## config.mk

```make
export PLATFORM = sky130hd
export DESIGN_NAME = coin_credit_controller
export DESIGN_NICKNAME = d
export VERILOG_FILES = /design/src/rtl/coin_credit_controller_pkg.sv /design/src/rtl/coin_credit_controller_change_selector.sv /design/src/rtl/coin_credit_controller.sv
export SDC_FILE = /design/constraint.sdc
export NUM_CORES = 1
export LEC_CHECK = 0
export ABC_AREA = 1
export BUFFER_PORTS_ARGS = -buffer_cell sky130_fd_sc_hd__buf_2
export CORE_MARGIN = 3
export CORE_UTILIZATION = 45
export DETAILED_ROUTE_END_ITERATION = 16
export PLACE_DENSITY = 0.65
export SLEW_MARGIN = 20
export SYNTH_ARGS = -nofsm -noshare
export SYNTH_HDL_FRONTEND = slang
export SYNTH_SLANG_ARGS = --single-unit
```

## constraint.sdc

```tcl
create_clock -name clk -period 5.2 [get_ports clk]
set_input_delay 0.26 -clock clk [delete_from_list [all_inputs] [get_ports clk]]
set_output_delay 0.26 -clock clk [all_outputs]
set_load 0.05 [all_outputs]
```

## src/rtl/coin_credit_controller_pkg.sv

```systemverilog
// Shared definitions for the coin credit controller: denominations, prices, states.
// Coin values 100/500/1000, item prices 400/500/1000/2000.
package coin_credit_controller_pkg;

    localparam int unsigned kNumCoins = 3;
    localparam int unsigned kNumItems = 4;

    typedef enum logic [1:0] {
        ST_IDLE   = 2'd0,
        ST_ACTIVE = 2'd1,
        ST_RETURN = 2'd2
    } state_e;

    function automatic logic [31:0] coin_value(input int idx);
        case (idx)
            0:       return 32'd100;
            1:       return 32'd500;
            2:       return 32'd1000;
            default: return 32'd0;
        endcase
    endfunction

    function automatic logic [31:0] item_price(input int idx);
        case (idx)
            0:       return 32'd400;
            1:       return 32'd500;
            2:       return 32'd1000;
            3:       return 32'd2000;
            default: return 32'd0;
        endcase
    endfunction

endpackage

```

## src/rtl/coin_credit_controller_change_selector.sv

```systemverilog
// Greedy change pick: largest coin not exceeding the credit, as one-hot plus value.
// o_short flags a non-zero credit smaller than every coin.
module coin_credit_controller_change_selector
    import coin_credit_controller_pkg::*;
#(
    parameter int unsigned NUM_COINS = kNumCoins,
    parameter int unsigned CREDIT_W  = 16
) (
    input  logic [CREDIT_W-1:0]  i_credit,
    output logic [NUM_COINS-1:0] o_coin,
    output logic [CREDIT_W-1:0]  o_value,
    output logic                 o_short
);

    logic [CREDIT_W-1:0] w_val;

    always_comb begin
        o_coin  = '0;
        o_value = '0;
        w_val   = '0;
        for (int i = 0; i < int'(NUM_COINS); i++) begin
            w_val = CREDIT_W'(coin_value(i));
            if (w_val <= i_credit && w_val > o_value) begin
                o_coin    = '0;
                o_coin[i] = 1'b1;
                o_value   = w_val;
            end
        end
        o_short = (o_coin == '0) && (i_credit != '0);
    end

endmodule

```

## src/rtl/coin_credit_controller.sv

```systemverilog
// Credit accumulator, vend debit, wait timer and one-coin-per-cycle change return.
// Define VM_TRIGGER_RETURN_EN to add the manual i_trigger_return request.
module coin_credit_controller
    import coin_credit_controller_pkg::*;
#(
    parameter int unsigned NUM_COINS   = kNumCoins,
    parameter int unsigned NUM_ITEMS   = kNumItems,
    parameter int unsigned CREDIT_W    = 16,
    parameter int unsigned WAIT_CYCLES = 100,
    parameter int unsigned WAIT_W      = 32
) (
    input  logic                 clk,
    input  logic                 reset_n,
`ifdef VM_TRIGGER_RETURN_EN
    input  logic                 i_trigger_return,
`endif
    input  logic [NUM_COINS-1:0] i_input_coin,
    input  logic [NUM_ITEMS-1:0] i_select_item,
    output logic [NUM_ITEMS-1:0] o_available_item,
    output logic [NUM_ITEMS-1:0] o_output_item,
    output logic [NUM_COINS-1:0] o_return_coin,
    output logic [CREDIT_W-1:0]  o_credit,
    output logic [WAIT_W-1:0]    wait_time,
    output logic                 o_busy
);

    localparam int unsigned XW = CREDIT_W + 1;
    localparam logic [WAIT_W-1:0] WAIT_RELOAD = WAIT_W'(WAIT_CYCLES);

    state_e                r_state, r_state_nx;
    logic [CREDIT_W-1:0]   r_credit, r_credit_nx;
    logic [WAIT_W-1:0]     r_wait, r_wait_nx;
    logic [NUM_ITEMS-1:0]  r_output_item, r_output_item_nx;
    logic [NUM_COINS-1:0]  r_return_coin, r_return_coin_nx;

    logic [CREDIT_W-1:0]   w_coin_val, w_price, w_pick_val;
    logic [NUM_COINS-1:0]  w_pick_coin;
    logic [XW-1:0]         w_sum;
    logic                  w_pick_short, w_coin_ok, w_ovf;
    logic                  w_accept, w_vend, w_trig;

    coin_credit_controller_change_selector #(
        .NUM_COINS (NUM_COINS),
        .CREDIT_W  (CREDIT_W)
    ) u_sel (
        .i_credit (r_credit),
        .o_coin   (w_pick_coin),
        .o_value  (w_pick_val),
        .o_short  (w_pick_short)
    );

    always_comb begin
        w_coin_val = '0;
        w_price    = '0;
        for (int i = 0; i < int'(NUM_COINS); i++)
            if (i_input_coin[i]) w_coin_val = w_coin_val | CREDIT_W'(coin_value(i));
        for (int i = 0; i < int'(NUM_ITEMS); i++)
            if (i_select_item[i]) w_price = w_price | CREDIT_W'(item_price(i));
    end

    always_comb begin
        o_available_item = '0;
        for (int i = 0; i < int'(NUM_ITEMS); i++)
            o_available_item[i] = XW'(r_credit) >= XW'(item_price(i));
    end

    assign w_sum     = XW'(r_credit) + XW'(w_coin_val);
    assign w_ovf     = w_sum > XW'({CREDIT_W{1'b1}});
    assign w_coin_ok = $onehot(i_input_coin) && (r_state != ST_RETURN);
    assign w_accept  = w_coin_ok && !w_ovf;
    assign w_vend    = $onehot(i_select_item) && (r_state != ST_RETURN)
                       && (r_credit >= w_price);

`ifdef VM_TRIGGER_RETURN_EN
    assign w_trig = i_trigger_return && (r_state == ST_ACTIVE) && (r_credit != '0);
`else
    assign w_trig = 1'b0;
`endif

    always_comb begin
        r_state_nx       = r_state;
        r_credit_nx      = r_credit;
        r_wait_nx        = r_wait;
        r_output_item_nx = '0;
        r_return_coin_nx = '0;
        unique case (r_state)
            ST_IDLE, ST_ACTIVE: begin
                if (w_trig) begin
                    r_state_nx = ST_RETURN;
                end else begin
                    r_credit_nx = r_credit + (w_accept ? w_coin_val : '0)
                                  - (w_vend ? w_price : '0);
                    if (w_vend) r_output_item_nx = i_select_item;
                    // Over-range coin is handed straight back
                    if (w_coin_ok && w_ovf) r_return_coin_nx = i_input_coin;
                    if (r_credit_nx == '0) begin
                        r_state_nx = ST_IDLE;
                        r_wait_nx  = WAIT_RELOAD;
                    end else if (w_accept || w_vend) begin
                        r_state_nx = ST_ACTIVE;
                        r_wait_nx  = WAIT_RELOAD;
                    end else if (r_state == ST_ACTIVE) begin
                        if (r_wait == '0) r_state_nx = ST_RETURN;
                        else r_wait_nx = r_wait - WAIT_W'(1);
                    end
                end
            end
            ST_RETURN: begin
                r_return_coin_nx = w_pick_coin;
                r_credit_nx      = r_credit - w_pick_val;
                if (w_pick_short || r_credit_nx == '0) begin
                    r_credit_nx = '0;
                    r_state_nx  = ST_IDLE;
                    r_wait_nx   = WAIT_RELOAD;
                end
            end
            default: begin
                r_state_nx  = ST_IDLE;
                r_credit_nx = '0;
                r_wait_nx   = WAIT_RELOAD;
            end
        endcase
    end

    always_ff @(posedge clk or negedge reset_n) begin
        if (!reset_n) begin
            r_state       <= ST_IDLE;
            r_credit      <= '0;
            r_wait        <= WAIT_RELOAD;
            r_output_item <= '0;
            r_return_coin <= '0;
        end else begin
            r_state       <= r_state_nx;
            r_credit      <= r_credit_nx;
            r_wait        <= r_wait_nx;
            r_output_item <= r_output_item_nx;
            r_return_coin <= r_return_coin_nx;
        end
    end

    assign o_output_item = r_output_item;
    assign o_return_coin = r_return_coin;
    assign o_credit      = r_credit;
    assign wait_time     = r_wait;
    assign o_busy        = (r_state == ST_RETURN);

endmodule
```

==> metrics.txt <==
# TYPE chip_impl_metric gauge
chip_impl_metric{name="routed-wl-met3",unit="um"} 974
chip_impl_metric{name="place_hpwl",unit="um"} 13700
chip_impl_metric{name="layout_setup_ws",unit="ns"} 0.526
chip_impl_metric{name="setup-tns-final",unit="ns"} 0
chip_impl_metric{name="transition_time_of_the_tightest_slew_check_pin",unit="ns"} 0.762
chip_impl_metric{name="timing.reg2reg.setup_slack",unit="ns"} 0.53
chip_impl_metric{name="grt_first_pass_wirelength",unit="um"} 29400
chip_impl_metric{name="floorplan_die_area",unit="mm2"} 0.0150
chip_impl_metric{name="ff2ff_path_depth",unit=""} 27
chip_impl_metric{name="synth_top_area_share",unit=""} 0.221
chip_impl_metric{name="drt-pass1-iter-count",unit=""} 5
chip_impl_metric{name="io_pins",unit=""} 69
chip_impl_info{name="source_of_the_worst_register_to_register_timing_path",value="o_credit[2]"} 1
chip_impl_info{name="worst_setup_path_end_kind",value="flip-flop"} 1
chip_impl_metric{name="final.period_utilization",unit=""} 0.899
chip_impl_info{name="reg2reg_to",value="wait_time[2]"} 1
chip_impl_metric{name="fmaxAchievable",unit="MHz"} 214
chip_impl_metric{name="worst_ep_arrival_time",unit="ns"} 4.94
chip_impl_metric{name="vias",unit=""} 6216
chip_impl_metric{name="final_net_count",unit=""} 1092
chip_impl_metric{name="crit_path_max_incr_delay",unit="ns"} 0.54
chip_impl_metric{name="maxSlewHeadroom",unit=""} 0.492
chip_impl_metric{name="async_flop_share",unit=""} 1.00
chip_impl_metric{name="finalMaxSlewViolations",unit=""} 0
chip_impl_metric{name="synth.ff_latch_count",unit=""} 57
chip_impl_metric{name="hold_fix_buffers_at_cts",unit=""} 0
chip_impl_info{name="post_synth_main_area_contributors",value="sky130_fd_sc_hd__dfrtp_1 (22%), sky130_fd_sc_hd__nand2_1 (18%), sky130_fd_sc_hd__ha_1 (11%)"} 1
chip_impl_info{name="clk_root_buf",value="sky130_fd_sc_hd__clkbuf_16"} 1
chip_impl_metric{name="row_count",unit=""} 41
chip_impl_info{name="crit_slowest_cell",value="sky130_fd_sc_hd__fa_1"} 1
chip_impl_metric{name="final_setup_violation_count",unit=""} 0
chip_impl_info{name="path_class",value="reg2reg"} 1
chip_impl_metric{name="critical_path_required",unit="ns"} 5.46
chip_impl_metric{name="largest_buffer_count_on_any_clock_path",unit=""} 2
chip_impl_metric{name="finalHoldViolCount",unit=""} 0
chip_impl_metric{name="overflow_left_after_global_routing",unit=""} 0
chip_impl_metric{name="tritoncts.num_buffers",unit=""} 9
chip_impl_metric{name="ant_nets",unit=""} 0
chip_impl_metric{name="finClkSkew",unit="ns"} 0.00828
chip_impl_metric{name="fp.dieW",unit="um"} 123
chip_impl_metric{name="antenna_found_initial",unit=""} 0
chip_impl_metric{name="maxCapViolations",unit=""} 0
chip_impl_metric{name="cts_max_level",unit=""} 3
chip_impl_metric{name="remaining_drc_errors",unit=""} 0
chip_impl_metric{name="diodes_inserted",unit=""} 0
chip_impl_metric{name="via_count_of_the_first_global_routing_pass",unit=""} 5615
chip_impl_metric{name="detail_route.vias_per_cell",unit=""} 5.20
chip_impl_metric{name="number_of_synthesized_flops_with_an_enable_pin",unit=""} 0
chip_impl_metric{name="drive_above_1_share",unit=""} 0.119
chip_impl_info{name="start_kind",value="flip-flop"} 1
chip_impl_metric{name="crit_fanout",unit=""} 13
chip_impl_metric{name="ys.warnings.count",unit=""} 0
chip_impl_metric{name="gr-usage-all-layers",unit=""} 0.245
chip_impl_info{name="synth_common_cells",value="sky130_fd_sc_hd__nand2_1 (289), sky130_fd_sc_hd__nor2_1 (146), sky130_fd_sc_hd__inv_1 (116)"} 1
chip_impl_metric{name="die_h",unit="um"} 123
chip_impl_metric{name="core-area",unit="mm2"} 0.0130
chip_impl_metric{name="met1_length",unit="um"} 8940
chip_impl_metric{name="netlist_instances",unit=""} 952
chip_impl_metric{name="first_iter_violations",unit=""} 548
chip_impl_info{name="worst_hold_path_type",value="in2async"} 1
chip_impl_metric{name="cts_sink_count",unit=""} 57
chip_impl_metric{name="sequential_to_total_area_share_from_yosys_stat",unit=""} 0.234
chip_impl_info{name="rsz0062_at_grt",value="false"} 1
chip_impl_metric{name="clkLatencyLatePin",unit="ns"} 0.33
chip_impl_metric{name="avg_wl_per_cell",unit="um"} 15.0
chip_impl_metric{name="final.min_clock_period",unit="ns"} 4.67
chip_impl_metric{name="largest_net_degree_at_the_start_of_global_routing",unit=""} 58
chip_impl_metric{name="layout.core_utilization",unit=""} 0.536
chip_impl_info{name="status",value="completed"} 1
chip_impl_metric{name="dp_worst_setup_slack",unit="ns"} 0.138
chip_impl_info{name="netlist.top_cell.by_area",value="sky130_fd_sc_hd__dfrtp_1"} 1
chip_impl_metric{name="final_weighted_congestion_of_routability_driven_global_placement",unit=""} 0.947
chip_impl_metric{name="syn_avg_cell_area",unit="um2"} 6.43
chip_impl_info{name="synth.most_common_cell",value="sky130_fd_sc_hd__nand2_1"} 1
chip_impl_metric{name="clock_input_transition_at_the_sequential_cells_of_the_worst_setup_and_hold_paths",unit="ns"} 0.06
chip_impl_metric{name="io_buffers",unit=""} 68
chip_impl_metric{name="met2_wirelength",unit="um"} 7750
chip_impl_info{name="routed.top_layer",value="met4"} 1
chip_impl_metric{name="synthesis.area",unit="mm2"} 0.00612
chip_impl_metric{name="detail_route.wirelength",unit="um"} 17900
chip_impl_metric{name="flow.area_growth_from_synthesis",unit="%"} 13.6
chip_impl_info{name="tritoncts",value="yes"} 1
chip_impl_metric{name="initial_util",unit=""} 0.472
chip_impl_metric{name="net_count_synth",unit=""} 1026
chip_impl_info{name="top_ff_cell_synth",value="sky130_fd_sc_hd__dfrtp_1"} 1
chip_impl_metric{name="post_synth_num_cell_types",unit=""} 46
[worst max-delay path, delay by kind of cell, from the launching register on]
family,cells,cell delay [ns]
AO/OA/AOI/OAI,1,0.18
buffers and inverters,4,0.48
flip-flops,1,0.43
adder cells (fa/ha/maj),4,1.46
AND/OR/NAND/NOR,18,2.07
[area by class of cell]
class	count	area, um2
clock inverters	5	78.8
repair buffers	79	435
multi-input cells	749	4100
well taps	172	215
fillers	1377	6020
flip-flops and latches	57	1430
inverters	122	458
clock buffers	11	243
[logic make-up after synthesis]
logic type,synth area share
simple gates,0.413
buf+inv,0.0991
fa+ha+maj,0.148
compound gates,0.0585
flops,0.234
xor+xnor,0.0487
[worst max-delay path by stage]
stage,from,endpoint
3_3_place_gp,i_select_item[1],wait_time[27]
3_5_place_dp,i_select_item[1],wait_time[26]
4_1_cts,i_select_item[1],wait_time[3]
6_report,o_credit[2],wait_time[2]
2_1_floorplan,o_credit[2],wait_time[16]
5_1_grt,i_select_item[1],wait_time[10]
[routing by layer]
layer	GRT usage	up-vias
met5	0	-
met1	0.373	2845
li1	-	3165
met4	0.0483	0
met3	0.0341	20
met2	0.372	186
[registers in the layout, summed over array words and instances, names as in the netlist]
signal,count
o_credit,16
o_output_item,4
o_return_coin,3
r_state,2
wait_time,32
[placed cells by master, fill, tap and decap left out, types with 5 or more instances in the layout]
| cell type | instances |
|---|---|
| sky130_fd_sc_hd__nand2_1 | 289 |
| sky130_fd_sc_hd__nor4_1 | 7 |
| sky130_fd_sc_hd__nor3_1 | 13 |
| sky130_fd_sc_hd__clkbuf_16 | 9 |
| sky130_fd_sc_hd__xnor2_1 | 7 |
| sky130_fd_sc_hd__nand3_1 | 86 |
| sky130_fd_sc_hd__and2_1 | 5 |
| sky130_fd_sc_hd__fa_1 | 12 |
| sky130_fd_sc_hd__a21oi_1 | 22 |
| sky130_fd_sc_hd__nor2_1 | 145 |
| sky130_fd_sc_hd__nor2_2 | 6 |
| sky130_fd_sc_hd__buf_4 | 10 |
| sky130_fd_sc_hd__dfrtp_1 | 54 |
| sky130_fd_sc_hd__xor2_1 | 27 |
| sky130_fd_sc_hd__nand4_1 | 20 |
| sky130_fd_sc_hd__buf_2 | 68 |
| sky130_fd_sc_hd__ha_1 | 53 |
| sky130_fd_sc_hd__o22ai_1 | 7 |
| sky130_fd_sc_hd__inv_2 | 6 |
| sky130_fd_sc_hd__o21ai_0 | 14 |
| sky130_fd_sc_hd__o21ai_1 | 5 |
| sky130_fd_sc_hd__inv_1 | 116 |
[repair_timing]
item / in CTS / in global routing
gates resized for setup: 0 / 2
buffers inserted: 0 / 0
setup endpoints to repair: 0 / 32
[through the flow]
step	instances	area [um2]	hold slack [ns]
final	1195	6960	0.0647
after global routing	1195	6960	0.146
after CTS	1195	6940	0.121
after detailed placement	1179	6620	0.462
after global placement	1179	6620	0.459
after floorplan	952	6120	-0.0356
Power is not shown: default switching activity piles up to over one toggle a cycle in this logic, so the estimate is an artifact.
